[src/rtl/cpu_op_sequencer.sv]
// Command sequencer for the 32x32 register-file / add-sub cpu datapath.
// Translates one WRITE/READ/ADD/SUB command at a time into held control encodings and returns the result.
module cpu_op_sequencer #(
   parameter int HOLD_CYCLES = 2,
   parameter int CNT_W       = 16
) (
   input  logic             clk,
   input  logic             rst_n,
   input  logic             cmd_valid,
   output logic             cmd_ready,
   input  logic [1:0]       cmd_op,
   input  logic [4:0]       cmd_a,
   input  logic [4:0]       cmd_b,
   input  logic [31:0]      cmd_data,
   output logic             rsp_valid,
   input  logic             rsp_ready,
   output logic [31:0]      rsp_data,
   output logic             rsp_over,
   output logic             ovf_sticky,
   input  logic             clr_ovf,
   output logic [CNT_W-1:0] ops_done,
   output logic [4:0]       dp_addressA,
   output logic [4:0]       dp_addressB,
   output logic [31:0]      dp_dataIn,
   output logic             dp_asel,
   output logic             dp_bsel,
   output logic [1:0]       dp_opsel,
   output logic [1:0]       dp_outsel,
   output logic             dp_oen,
   input  logic [31:0]      dp_outPut,
   input  logic             dp_over
);

   localparam logic [1:0] OP_WRITE = 2'b00;
   localparam logic [1:0] OP_READ  = 2'b01;

   typedef enum logic [1:0] {IDLE, ISSUE, RESP} state_t;

   state_t      state, state_nx;
   logic [3:0]  hold_cnt;
   logic [1:0]  op_q;
   logic        accept, capture;

   logic [4:0]  enc_a, enc_b;
   logic [31:0] enc_d;
   logic        enc_asel, enc_bsel, enc_oen;
   logic [1:0]  enc_opsel, enc_outsel;

   always_comb begin
      state_nx = state;
      accept   = 1'b0;
      capture  = 1'b0;
      case (state)
         IDLE:  if (cmd_valid) begin
                   accept   = 1'b1;
                   state_nx = ISSUE;
                end
         ISSUE: if (hold_cnt == 4'd0) begin
                   capture  = 1'b1;
                   state_nx = (op_q == OP_WRITE) ? IDLE : RESP;
                end
         RESP:  if (rsp_ready) state_nx = IDLE;
         default: state_nx = IDLE;
      endcase
   end

   // Command-to-control translation; defaults are the READ-style pass-through.
   always_comb begin
      enc_a      = 5'd0;
      enc_b      = 5'd0;
      enc_d      = 32'd0;
      enc_asel   = 1'b1;
      enc_bsel   = 1'b0;
      enc_opsel  = 2'b01;
      enc_outsel = 2'b00;
      enc_oen    = 1'b1;
      case (cmd_op)
         2'b00: begin
            enc_b    = cmd_b;
            enc_d    = cmd_data;
            enc_asel = 1'b0;
         end
         2'b01: begin
            enc_a = cmd_a;
            enc_b = cmd_a;
         end
         default: begin
            enc_a      = cmd_a;
            enc_b      = cmd_b;
            enc_bsel   = 1'b1;
            enc_outsel = 2'b01;
            enc_opsel  = (cmd_op == 2'b10) ? 2'b00 : 2'b01;
         end
      endcase
   end

   always_ff @(posedge clk) begin
      if (!rst_n) state <= IDLE;
      else        state <= state_nx;
   end

   // Datapath controls fall back to the non-destructive r0 read whenever no command is held.
   always_ff @(posedge clk) begin
      if (!rst_n || capture) begin
         dp_addressA <= 5'd0;
         dp_addressB <= 5'd0;
         dp_dataIn   <= 32'd0;
         dp_asel     <= 1'b1;
         dp_bsel     <= 1'b0;
         dp_opsel    <= 2'b01;
         dp_outsel   <= 2'b00;
         dp_oen      <= 1'b0;
      end else if (accept) begin
         dp_addressA <= enc_a;
         dp_addressB <= enc_b;
         dp_dataIn   <= enc_d;
         dp_asel     <= enc_asel;
         dp_bsel     <= enc_bsel;
         dp_opsel    <= enc_opsel;
         dp_outsel   <= enc_outsel;
         dp_oen      <= enc_oen;
      end
   end

   always_ff @(posedge clk) begin
      if (!rst_n) begin
         cmd_ready  <= 1'b1;
         rsp_valid  <= 1'b0;
         rsp_data   <= 32'd0;
         rsp_over   <= 1'b0;
         ovf_sticky <= 1'b0;
         ops_done   <= '0;
         hold_cnt   <= 4'd0;
         op_q       <= OP_WRITE;
      end else begin
         cmd_ready <= (state_nx == IDLE);
         if (accept) begin
            op_q     <= cmd_op;
            hold_cnt <= 4'(HOLD_CYCLES - 1);
         end else if (state == ISSUE && hold_cnt != 4'd0) begin
            hold_cnt <= hold_cnt - 4'd1;
         end
         if (capture) begin
            rsp_data <= dp_outPut;
            rsp_over <= (op_q == OP_READ) ? 1'b0 : dp_over;
            ops_done <= ops_done + CNT_W'(1);
         end
         if (capture && op_q != OP_WRITE)
            rsp_valid <= 1'b1;
         else if (state == RESP && rsp_ready)
            rsp_valid <= 1'b0;
         // A fresh overflow beats a simultaneous clear.
         if (capture && op_q[1] && dp_over)
            ovf_sticky <= 1'b1;
         else if (clr_ovf)
            ovf_sticky <= 1'b0;
      end
   end

endmodule

[config.mk]
export PLATFORM = sky130hd
export DESIGN_NAME = cpu_op_sequencer
export DESIGN_NICKNAME = d
export VERILOG_FILES = /design/src/rtl/cpu_op_sequencer.sv
export SDC_FILE = /design/constraint.sdc
export NUM_CORES = 1
export LEC_CHECK = 0
export CAP_MARGIN = 20
export CORE_MARGIN = 10
export CORE_UTILIZATION = 45
export CTS_CLUSTER_DIAMETER = 30
export DETAILED_ROUTE_END_ITERATION = 10
export DONT_BUFFER_PORTS = 1
export SETUP_SLACK_MARGIN = 0.3
export SLEW_MARGIN = 20
export SYNTH_ARGS = -nofsm -noshare
export SYNTH_HDL_FRONTEND = slang
export SYNTH_SLANG_ARGS = --single-unit
[constraint.sdc]
create_clock -name clk -period 4.2 [get_ports clk]
set_input_delay 0.84 -clock clk [delete_from_list [all_inputs] [get_ports clk]]
set_output_delay 0.84 -clock clk [all_outputs]
set_load 0.02 [all_outputs]
# Word level (Yosys, flattened, before mapping)
# Index checks and enable logic that the tools add are counted.
# totals
word_cells	69
register_bits	109
output_inout_bits	101
in_bits	82
# op_classes
n_addsub	2
eq_ne	5
reduce_logical	19
n_mux	24
bitwise	1
# op_table
operator	count
2-to-1 mux 32 bit	1
adder 16 x 1 -> 16 bit, second input constant	1
2-to-1 mux 1 bit	16
2-to-1 mux 5 bit	2
logical NOT 2 bit	4
2-to-1 mux 2 bit	4
nonzero test 2 bit	4
== test 2 x 1 -> 1 bit, second input constant	3
case mux 2 bit (3 select lines)	1
logical AND 1 bit	5
== test 2 bit, second input constant	2
logical NOT 4 bit	1
nonzero test 4 bit	1
OR reduction 2 bit	2
subtractor 4 x 1 -> 4 bit, second input constant	1
logical NOT 1 bit	1
logical OR 1 bit	1
inverter 1 bit	1

# Longest topological paths before layout
# Gate-level depths: netlist of the first run.
# logic_depth
ltp_word	6
ltp_mapped	8
mapped_depth_nobuf	6

# Worst setup path before layout of the first run
# Ideal clock, no wire load.
# synth_path
path_type	register to register
start	register ops_done[0]
end	register ops_done[12]
required_time_ns	4.130
n_path_buf	0
path_slack_ns	2.284
stages_incl_launch_ff	6
arrival_time_ns	1.846
path_cell_list	dfxtp_1 -> ha_1 -> and4bb_1 -> or4b_4 -> or3_1 -> a21boi_1
# synth_via
elab_chain_len	1
# synth_rtl
element	line	source
start: declaration	21	output logic [CNT_W-1:0] ops_done,
start signal: assignment	146	ops_done <= ops_done + CNT_W'(1);
adder 16 x 1 -> 16 bit	146	
# No other way between the ends.
# A chain may end at the register's enable or synchronous reset.

# Worst setup path in the final report of the first run
# layout_path
start	register hold_cnt[0]
end	register dp_addressA[1]
# layout_via
elab_chain_len	4
# layout_rtl
element	line	source
start: declaration	40	logic [3:0] hold_cnt;
start signal: assignment	139	hold_cnt <= 4'(HOLD_CYCLES - 1);
start signal: assignment	141	hold_cnt <= hold_cnt - 4'd1;
logical NOT 4 bit	58	ISSUE: if (hold_cnt == 4'd0) begin
2-to-1 mux 1 bit	58	
2-to-1 mux 1 bit	53	case (state)
logical OR 1 bit	104	if (!rst_n || capture) begin
end signal: assignment	114	dp_addressA <= enc_a;
end: declaration	22	output logic [4:0] dp_addressA,
# No other way between the ends.

==> impl_metrics.py, run 1 <==
metrics = {
    "timing": {
        "fmax_mhz": 388,
        "setup_viol": 0,
        "fin_crit_sh_pct": 61.3,
        "fin_crit_ns": 2.57,
        "tightest_slew_ns": 0.840,
        "finalSetupTns_ns": 0,
        "slew_headroom_pct": 43.9,
        "drv_slew": 0,
        "worst_hold_slack_ns": 0.499,
        "hold_violations": 0,
        "finalClockSkew_ns": 0.0146,
        "rsz0062_at_grt": "false",
    },
    "floorplan": {
        "ioPinCount": 183,
        "die_w_um": 116,
        "coreArea_um2": 9110,
        "initial_core_util_pct": 45.7,
        "row_count": 35,
        "die_height_um": 116,
        "die_area_um2": 13500,
    },
    "global_route": {
        "grt_max_degree": 66,
        "grtUsageTotal_pct": 15.5,
        "grt_pass1_wl_um": 16800,
        "grt_pass1_vias": 3190,
        "grt_antenna_before_repair": 0,
        "overflow": 0,
    },
    "layout": {
        "diodes": 0,
        "final_common_cell": "nand2_1",
        "drive_gt1_share_pct": 5.86,
        "syn2layout_area_growth_pct": 6.04,
        "nets": 557,
        "final_cell_mix": "nand2_1, dfxtp_1, nand3_1, a21oi_1, a21boi_0",
    },
    "critical_path": {
        "path_max_fanout": 38,
        "r2r-start": "hold_cnt[0]",
        "end_kind": "flip-flop",
        "critPathBufInv": 3,
        "cp.required_ns": 4.45,
        "crit_arrival_ns": 2.82,
        "crit_type": "reg -> reg",
        "max_stage_delay_ns": 0.68,
        "crit_family": "simple AND/OR/NAND/NOR gates",
        "cp-start-kind": "flip-flop",
        "reg2reg_depth": 8,
        "reg2reg_slack_ns": 1.63,
        "worstPathCellList": "inv_1 > ha_1 > nor3b_1 > nand2_1 > buf_4 > nand2_1 > buf_4 > a21oi_1",
        "worstReg2RegEnd": "dp_addressA[1]",
        "critPathSlowestCell": "nand2_1",
    },
    "synth": {
        "synth_area_leaders": "dfxtp_1, nand2_1, nand3_1",
        "synthDistinctLibCells": 42,
        "async_flop_share_pct": 0,
        "avgSynthCellArea_um2": 8.46,
        "synth_seq_cells": 106,
        "yosys.area.top_type": "dfxtp_1",
        "ys_seq_area_share_pct": 51.0,
        "netlist_instances": 492,
        "syn-cell-area_um2": 4160,
        "synth-edff-count": 0,
        "synth_top_area_share_pct": 51.0,
        "yosysWarnings": 0,
        "synthFlopType": "dfxtp_1",
    },
    "min_path": {
        "hold_start": "op_q[0]",
        "holdPathEnd": "op_q[0]",
        "hold_depth": 2,
        "hold_path_class": "reg -> reg",
    },
    "flow_run": {
        "cap_viol_max_count": 0,
    },
    "outcome": {
        "status": "complete, no violations",
    },
    "drt": {
        "routedWlPerCell_um": 18.2,
        "drtAntennaViolNets": 0,
        "drc_errors": 0,
        "drtIter0Drc": 154,
        "vias": 3201,
        "wl_um": 10700,
        "first_pass_iters": 4,
        "vias_per_cell": 5.43,
    },
    "clock_tree": {
        "clock-sinks": 106,
        "clkTransAtPathRegs_ns": 0.11,
        "worstSkewPairLatency_ns": 0.36,
        "cts-resized-gates": 0,
        "cts-root-buf": "clkbuf_8",
        "cts_hold_buf": 0,
        "cts_tree": "yes",
        "cts_made_buffers": 9,
        "clock_path_buffers": 2,
        "cts_setup_buffers": 0,
        "h-tree-depth": 3,
    },
    "place": {
        "portBuffers": 0,
        "place_hpwl_um": 7780,
        "globalplace.congestion": 0.778,
    },
    "pwr": {
        "powerDensity_nw_per_um2": 443,
        "power_leakage_nw": 1.56,
        "ir_drop_v": 0.000156,
    },
}
-- cell usage after synthesis, types with 4 or more instances --
cell      number
a211oi_1       6
a21boi_0      30
a21boi_1       9
a21oi_1       38
and2_1         8
clkbuf_1      28
dfxtp_1      106
inv_1          5
mux2i_1       10
nand2_1      123
nand2b_1       8
nand3_1       46
nand4_1        4
nor2_1        18
nor3b_1        4
xnor2_1        5
xor2_1         6
-- area by class of cell --
cell class,instances,area (µm²)
Clock buffer,9,124
Clock inverter,7,85.1
Fill cell,887,4690
Inverter,5,18.8
Multi-Input combinational cell,346,1890
Sequential cell,106,2120
Tap cell,111,139
Timing Repair Buffer,5,37.5
-- cell families after synthesis --
family / after synthesis / share of synthesized area (%)
other: 1 / 0.0901
AND/OR/NAND/NOR: 228 / 25.2
multiplexers: 10 / 2.40
AO/OA/AOI/OAI: 93 / 14.4
buffers and inverters: 41 / 4.06
XOR/XNOR: 11 / 2.31
adder cells (fa/ha/maj): 2 / 0.601
flip-flops: 106 / 51.0
-- sequential cells by signal (all words and copies together), names as in the netlist, 2 cells and up --
signal / cells
ops_done: 16
dp_addressA: 5
rsp_data: 32
op_q: 2
state: 2
dp_dataIn: 32
dp_addressB: 5
hold_cnt: 4
-- worst reg2reg max path: stages (launching register included) --
cell     delay (ns)
dfxtp_1        0.35
inv_1          0.06
ha_1           0.20
nor3b_1        0.33
nand2_1        0.09
buf_4          0.27
nand2_1        0.70
buf_4          0.39
a21oi_1        0.07
-- worst max path at each step --
stage | depth (start not counted) | endpoint | start | slack, ns
3_3_place_gp | 8 | dp_dataIn[10] | hold_cnt[0] | 1.75
5_1_grt | 8 | dp_addressA[0] | hold_cnt[0] | 1.33
6_report | 8 | dp_addressA[1] | hold_cnt[0] | 1.63
4_1_cts | 8 | dp_addressA[1] | hold_cnt[0] | 1.61
3_5_place_dp | 8 | dp_addressA[1] | hold_cnt[0] | 1.60
2_1_floorplan | 5 | ops_done[12] | ops_done[0] | 2.28
-- through the flow --
step | total power [mW] | cell area (µm²) | std cells | worst slack, ns | util (%)
3_3_place_gp | 1.32 | 4200 | 573 | 1.75 | 46.1
6_report | 1.96 | 4420 | 589 | 1.63 | 48.5
3_5_place_dp | 1.33 | 4210 | 573 | 1.60 | 46.2
2_1_floorplan | 1.29 | 4170 | 493 | 2.28 | -
4_1_cts | 1.98 | 4420 | 589 | 1.61 | 48.5
5_1_grt | 2.06 | 4420 | 589 | 1.33 | 48.5
-- where the power goes --
group          switching (mW)  internal (mW)  leakage, nW  total [mW]
combinational           0.105         0.0558        0.596       0.161
clock                   0.367          0.287       0.0999       0.654
sequential             0.0899           1.05        0.861        1.14
-- per-layer routing --
metal / part of all wire [%] / vias up / track usage [%]
li1: - / 1603 / -
met1: 39 / 1453 / 17.4
met2: 45 / 136 / 24.6
met3: 14 / 9 / 8.47
met4: 0.98 / 0 / 4.84
met5: 0 / - / 0
No activity file was read; power rests on OpenSTA's default activity.
==> run 2, diff against run 1 <==
==> constraint.sdc (replaced) <==
create_clock -name clk -period 2.5 [get_ports clk]
set_input_delay 0.5 -clock clk [delete_from_list [all_inputs] [get_ports clk]]
set_output_delay 0.5 -clock clk [all_outputs]
set_load 0.02 [all_outputs]
==> impl_metrics.py, run 2 (synthesis results as in run 1) <==
metrics = {
    "critical_path": {
        "critPathSlowestCell": "or3b_1",
        "crit_type": "reg -> reg",
        "crit_arrival_ns": 2.20,
        "critPathBufInv": 1,
        "cp-start-kind": "flip-flop",
        "crit_family": "simple AND/OR/NAND/NOR gates",
        "path_max_fanout": 6,
        "worstPathCellList": "inv_1 > ha_1 > or3b_1 > nor4_2 > nand3_1 > mux2i_1",
        "end_kind": "flip-flop",
        "cp.required_ns": 2.75,
        "max_stage_delay_ns": 0.49,
    },
    "floorplan": {
        "die_area_um2": 13500,
        "die_height_um": 116,
        "die_w_um": 116,
        "initial_core_util_pct": 45.7,
        "row_count": 35,
        "ioPinCount": 183,
        "coreArea_um2": 9110,
    },
    "timing": {
        "rsz0062_at_grt": "false",
        "worst_hold_slack_ns": 0.208,
        "fin_crit_ns": 1.95,
        "hold_violations": 0,
        "slew_headroom_pct": 64.3,
        "tightest_slew_ns": 0.535,
        "finalSetupTns_ns": 0,
        "fin_crit_sh_pct": 78.1,
        "fmax_mhz": 512,
        "drv_slew": 0,
        "finalClockSkew_ns": 0.0157,
        "setup_viol": 0,
    },
    "clock_tree": {
        "cts-root-buf": "clkbuf_8",
        "cts_hold_buf": 0,
        "clock-sinks": 106,
        "cts-resized-gates": 0,
        "h-tree-depth": 3,
        "cts_tree": "yes",
        "cts_made_buffers": 9,
        "clkTransAtPathRegs_ns": 0.11,
        "cts_setup_buffers": 0,
        "clock_path_buffers": 2,
        "worstSkewPairLatency_ns": 0.36,
    },
    "global_route": {
        "met3_usage_pct": 9.50,
        "grtUsageMet2_pct": 25.4,
        "grt_pass1_vias": 3227,
        "grt_use_met1_pct": 17.1,
        "grt-busiest-layer": "met2",
        "grt_pass1_wl_um": 17000,
        "grt_antenna_before_repair": 0,
        "overflow": 0,
        "grt_max_degree": 66,
        "grtUsageTotal_pct": 15.8,
    },
    "place": {
        "place_hpwl_um": 8000,
        "globalplace.congestion": 0.755,
        "portBuffers": 0,
    },
    "drt": {
        "vias_per_cell": 5.40,
        "vias": 3215,
        "routedWlPerCell_um": 18.4,
        "first_pass_iters": 4,
        "drtIter0Drc": 127,
        "drc_errors": 0,
        "drtAntennaViolNets": 0,
        "wl_um": 11000,
    },
    "layout": {
        "seq_area_um2": 2120,
        "fillers": 893,
        "final_cell_mix": "nand2_1, dfxtp_1, nand3_1, a21oi_1, a21boi_0",
        "final_common_cell": "nand2_1",
        "reg.largest.list": "dp_dataIn (32), rsp_data (32), ops_done (16)",
        "diodes": 0,
        "nets": 563,
        "syn2layout_area_growth_pct": 6.79,
        "multiInputGateArea_um2": 1880,
        "drive_gt1_share_pct": 6.82,
    },
    "outcome": {
        "status": "complete, no violations",
    },
    "pwr": {
        "ir_drop_v": 0.000341,
        "powerDensity_nw_per_um2": 732,
        "power_leakage_nw": 1.59,
    },
    "flow_run": {
        "cap_viol_max_count": 0,
    },
    "min_path": {
        "hold_path_class": "in -> reg",
    },
}
-- run 2: changes by cell type in the layout (fill, tap and decap cells not counted), sizes merged --
cell      delta
buf          +6
clkbuf       +1
clkinv       +1
clkinvlp     -1
inv          -1
-- run 2: final cells by class --
type                       count  share of cell area (%)
clock buffer                  10                    2.87
inverter                       5                   0.422
timing repair buffer          11                    1.86
sequential                   106                    47.7
tap                          111                    3.12
clock inverter                 6                    1.63
multi-input combinational    346                    42.4
-- run 2: worst register-to-register path: stages, from the launching register on --
cell	delay, ns
dfxtp_1	0.35
inv_1	0.06
ha_1	0.19
or3b_1	0.49
nor4_2	0.45
nand3_1	0.16
mux2i_1	0.14
-- run 2: through the flow --
| stage | setup WS, ns | cells | util [%] | cell area [µm²] | power, mW |
|---|---|---|---|---|---|
| global placement | 0.647 | 579 | 46.6 | 4250 | 2.23 |
| finish | 0.546 | 595 | 48.8 | 4450 | 3.26 |
| CTS | 0.521 | 595 | 48.8 | 4450 | 3.31 |
| floorplan | 0.584 | 493 | - | 4170 | 2.17 |
| detailed placement | 0.574 | 579 | 46.6 | 4250 | 2.24 |
| global route | 0.353 | 595 | 48.8 | 4450 | 3.43 |
-- run 2: path summary, 6_finish.rpt --
| check | start | end | slack [ns] | depth (start not counted) |
|---|---|---|---|---|
| max | hold_cnt[0] | ops_done[15] | 0.55 | 6 |
| min | rst_n | cmd_ready | 0.21 | 1 |
| max reg2reg | hold_cnt[0] | ops_done[15] | 0.55 | 6 |
| min reg2reg | op_q[0] | op_q[0] | 0.48 | 2 |
-- run 2: power by group --
part,internal (mW),leakage [nW],total [mW],switching (mW)
clock,0.475,0.0975,1.06,0.586
sequential,1.77,0.861,1.91,0.145
combinational,0.0976,0.627,0.284,0.187
total,2.34,1.59,3.26,0.918
-- run 2: per-layer routing --
metal  wire length, µm  vias up  part of all wire [%]
met5                 0        -                     0
met4                78        0                  0.71
met3              1530        7                    14
met2              5140      123                    47
met1              4220     1463                    38
li1                  -     1622                     -
==> run 3, diff against run 2 <==
==> constraint.sdc (replaced) <==
create_clock -name clk -period 1.6 [get_ports clk]
set_input_delay 0.32 -clock clk [delete_from_list [all_inputs] [get_ports clk]]
set_output_delay 0.32 -clock clk [all_outputs]
set_load 0.02 [all_outputs]
==> impl_metrics.py, run 3 (synthesis results as in run 1) <==
metrics = {
    "outcome": {
        "status": "finished with violations",
        "failed_checks": "setup timing",
    },
    "timing": {
        "finalClockSkew_ns": 0.0108,
        "drv_slew": 0,
        "worst_hold_slack_ns": 0.0285,
        "fin_crit_ns": 1.74,
        "rsz0062_at_grt": "true",
        "fin_ws_ns": -0.141,
        "fmax_mhz": 574,
        "hold_violations": 0,
        "setup_viol": 64,
        "fin_crit_sh_pct": 109,
        "finalSetupTns_ns": -2.69,
    },
    "layout": {
        "fillers": 699,
        "multiInputGateArea_um2": 2390,
        "final_cell_mix": "dfxtp_1, nand2_1, nand3_1, buf_4, a21oi_1",
        "syn2layout_area_growth_pct": 45.7,
        "postLayoutCellArea_um2": 6070,
        "nets": 637,
        "drive_gt1_share_pct": 37.6,
        "diodes": 0,
        "reg.largest.list": "dp_dataIn (32), rsp_data (32), ops_done (16)",
        "final_common_cell": "dfxtp_1",
        "seq_area_um2": 2140,
    },
    "floorplan": {
        "coreArea_um2": 9110,
        "die_area_um2": 13500,
        "initial_core_util_pct": 45.7,
        "die_height_um": 116,
        "ioPinCount": 183,
        "row_count": 35,
        "die_w_um": 116,
    },
    "drt": {
        "vias": 3631,
        "drc_errors": 0,
        "routedWlPerCell_um": 20.1,
        "drtAntennaViolNets": 0,
        "drtIter0Drc": 175,
        "first_pass_iters": 4,
        "wl_um": 13500,
        "vias_per_cell": 5.43,
    },
    "clock_tree": {
        "cts-root-buf": "clkbuf_8",
        "clock-sinks": 106,
        "h-tree-depth": 3,
        "worstSkewPairLatency_ns": 0.37,
        "cts_tree": "yes",
        "cts_made_buffers": 9,
        "clock_path_buffers": 2,
        "clkTransAtPathRegs_ns": 0.10,
    },
    "critical_path": {
        "crit_family": "simple AND/OR/NAND/NOR gates",
        "end_kind": "flip-flop",
        "path_max_fanout": 6,
        "critPathBufInv": 4,
        "reg2reg_slack_ns": -0.14,
        "cp.required_ns": 1.91,
        "cp-start-kind": "flip-flop",
        "critPathSlowestCell": "or3b_4",
        "crit_arrival_ns": 2.05,
        "max_stage_delay_ns": 0.43,
        "crit_type": "reg -> reg",
        "worstPathCellList": "inv_2 > ha_4 > or3b_4 > nor2_4 > buf_6 > buf_12 > buf_16 > nand2_4 > a21boi_2",
    },
    "global_route": {
        "grt_max_degree": 66,
        "grt_antenna_before_repair": 0,
        "grt_pass1_wl_um": 19900,
        "grtUsageTotal_pct": 18.8,
        "grt_pass1_vias": 3685,
        "overflow": 0,
    },
    "place": {
        "place_hpwl_um": 8120,
        "portBuffers": 0,
        "globalplace.congestion": 0.749,
        "place_area_um2": 4640,
    },
    "pwr": {
        "ir_drop_v": 0.000503,
        "power_leakage_nw": 2.41,
        "powerDensity_nw_per_um2": 951,
    },
    "min_path": {
        "hold_path_class": "in -> reg",
    },
    "flow_run": {
        "cap_viol_max_count": 0,
    },
}
-- run 3: through the flow --
step	worst slack [ns]	total power, mW	util, %	std cells
2_1_floorplan	-0.104	3.47	-	493
3_3_place_gp	-0.128	3.61	50.9	607
3_5_place_dp	-0.157	3.63	50.9	607
4_1_cts	-0.152	5.66	62.2	659
5_1_grt	-0.216	6.05	66.6	669
6_report	-0.141	5.77	66.6	669
-- run 3: per-layer routing --
metal	track usage [%]	routed length (µm)	vias to the layer above	part of all wire, %
met5	0	0	-	0
met4	4.67	80	0	0.59
met3	8.68	1520	8	11
met2	32.8	6930	137	51
met1	20.2	4940	1712	37
li1	-	-	1774	-
-- run 3: final timing paths --
kind | from | cells after the start | endpoint
worst min register to register | op_q[0] | 2 | op_q[0]
worst max-delay path | hold_cnt[1] | 9 | rsp_data[18]
worst min-delay path | rst_n | 1 | dp_opsel[0]
worst max register to register | hold_cnt[1] | 9 | rsp_data[18]
-- run 3: power breakdown --
part	total, mW	internal, mW	switching, mW
Clock	1.58	0.625	0.951
Sequential	2.98	2.76	0.222
Combinational	1.21	0.662	0.548
-- run 3: area by class of cell --
class | count | area share [%]
Sequential cell | 106 | 35.3
Timing Repair Buffer | 85 | 19.6
Tap cell | 111 | 2.29
Clock inverter | 6 | 0.742
Inverter | 5 | 0.309
Clock buffer | 10 | 2.27
Multi-Input combinational cell | 346 | 39.4
-- run 3: repair_timing --
| item | 4_1_cts | 5_1_grt |
|---|---|---|
| gates resized for setup | 83 | 69 |
| hold endpoints to repair | 0 | 1 |
| gates cloned | 11 | 2 |
| endpoints found under the setup margin | 107 | 107 |
| setup buffers | 25 | 7 |
| hold buffers | 0 | 1 |
| pin swaps | 26 | 45 |
-- run 3: worst register-to-register path, cell delays in order, from the launching register on --
cell and delay (ns):
dfxtp_2 0.34, inv_2 0.06, ha_4 0.13, or3b_4 0.43, nor2_4 0.16, buf_6 0.14, buf_12 0.10, buf_16 0.13
nand2_4 0.05, a21boi_2 0.15
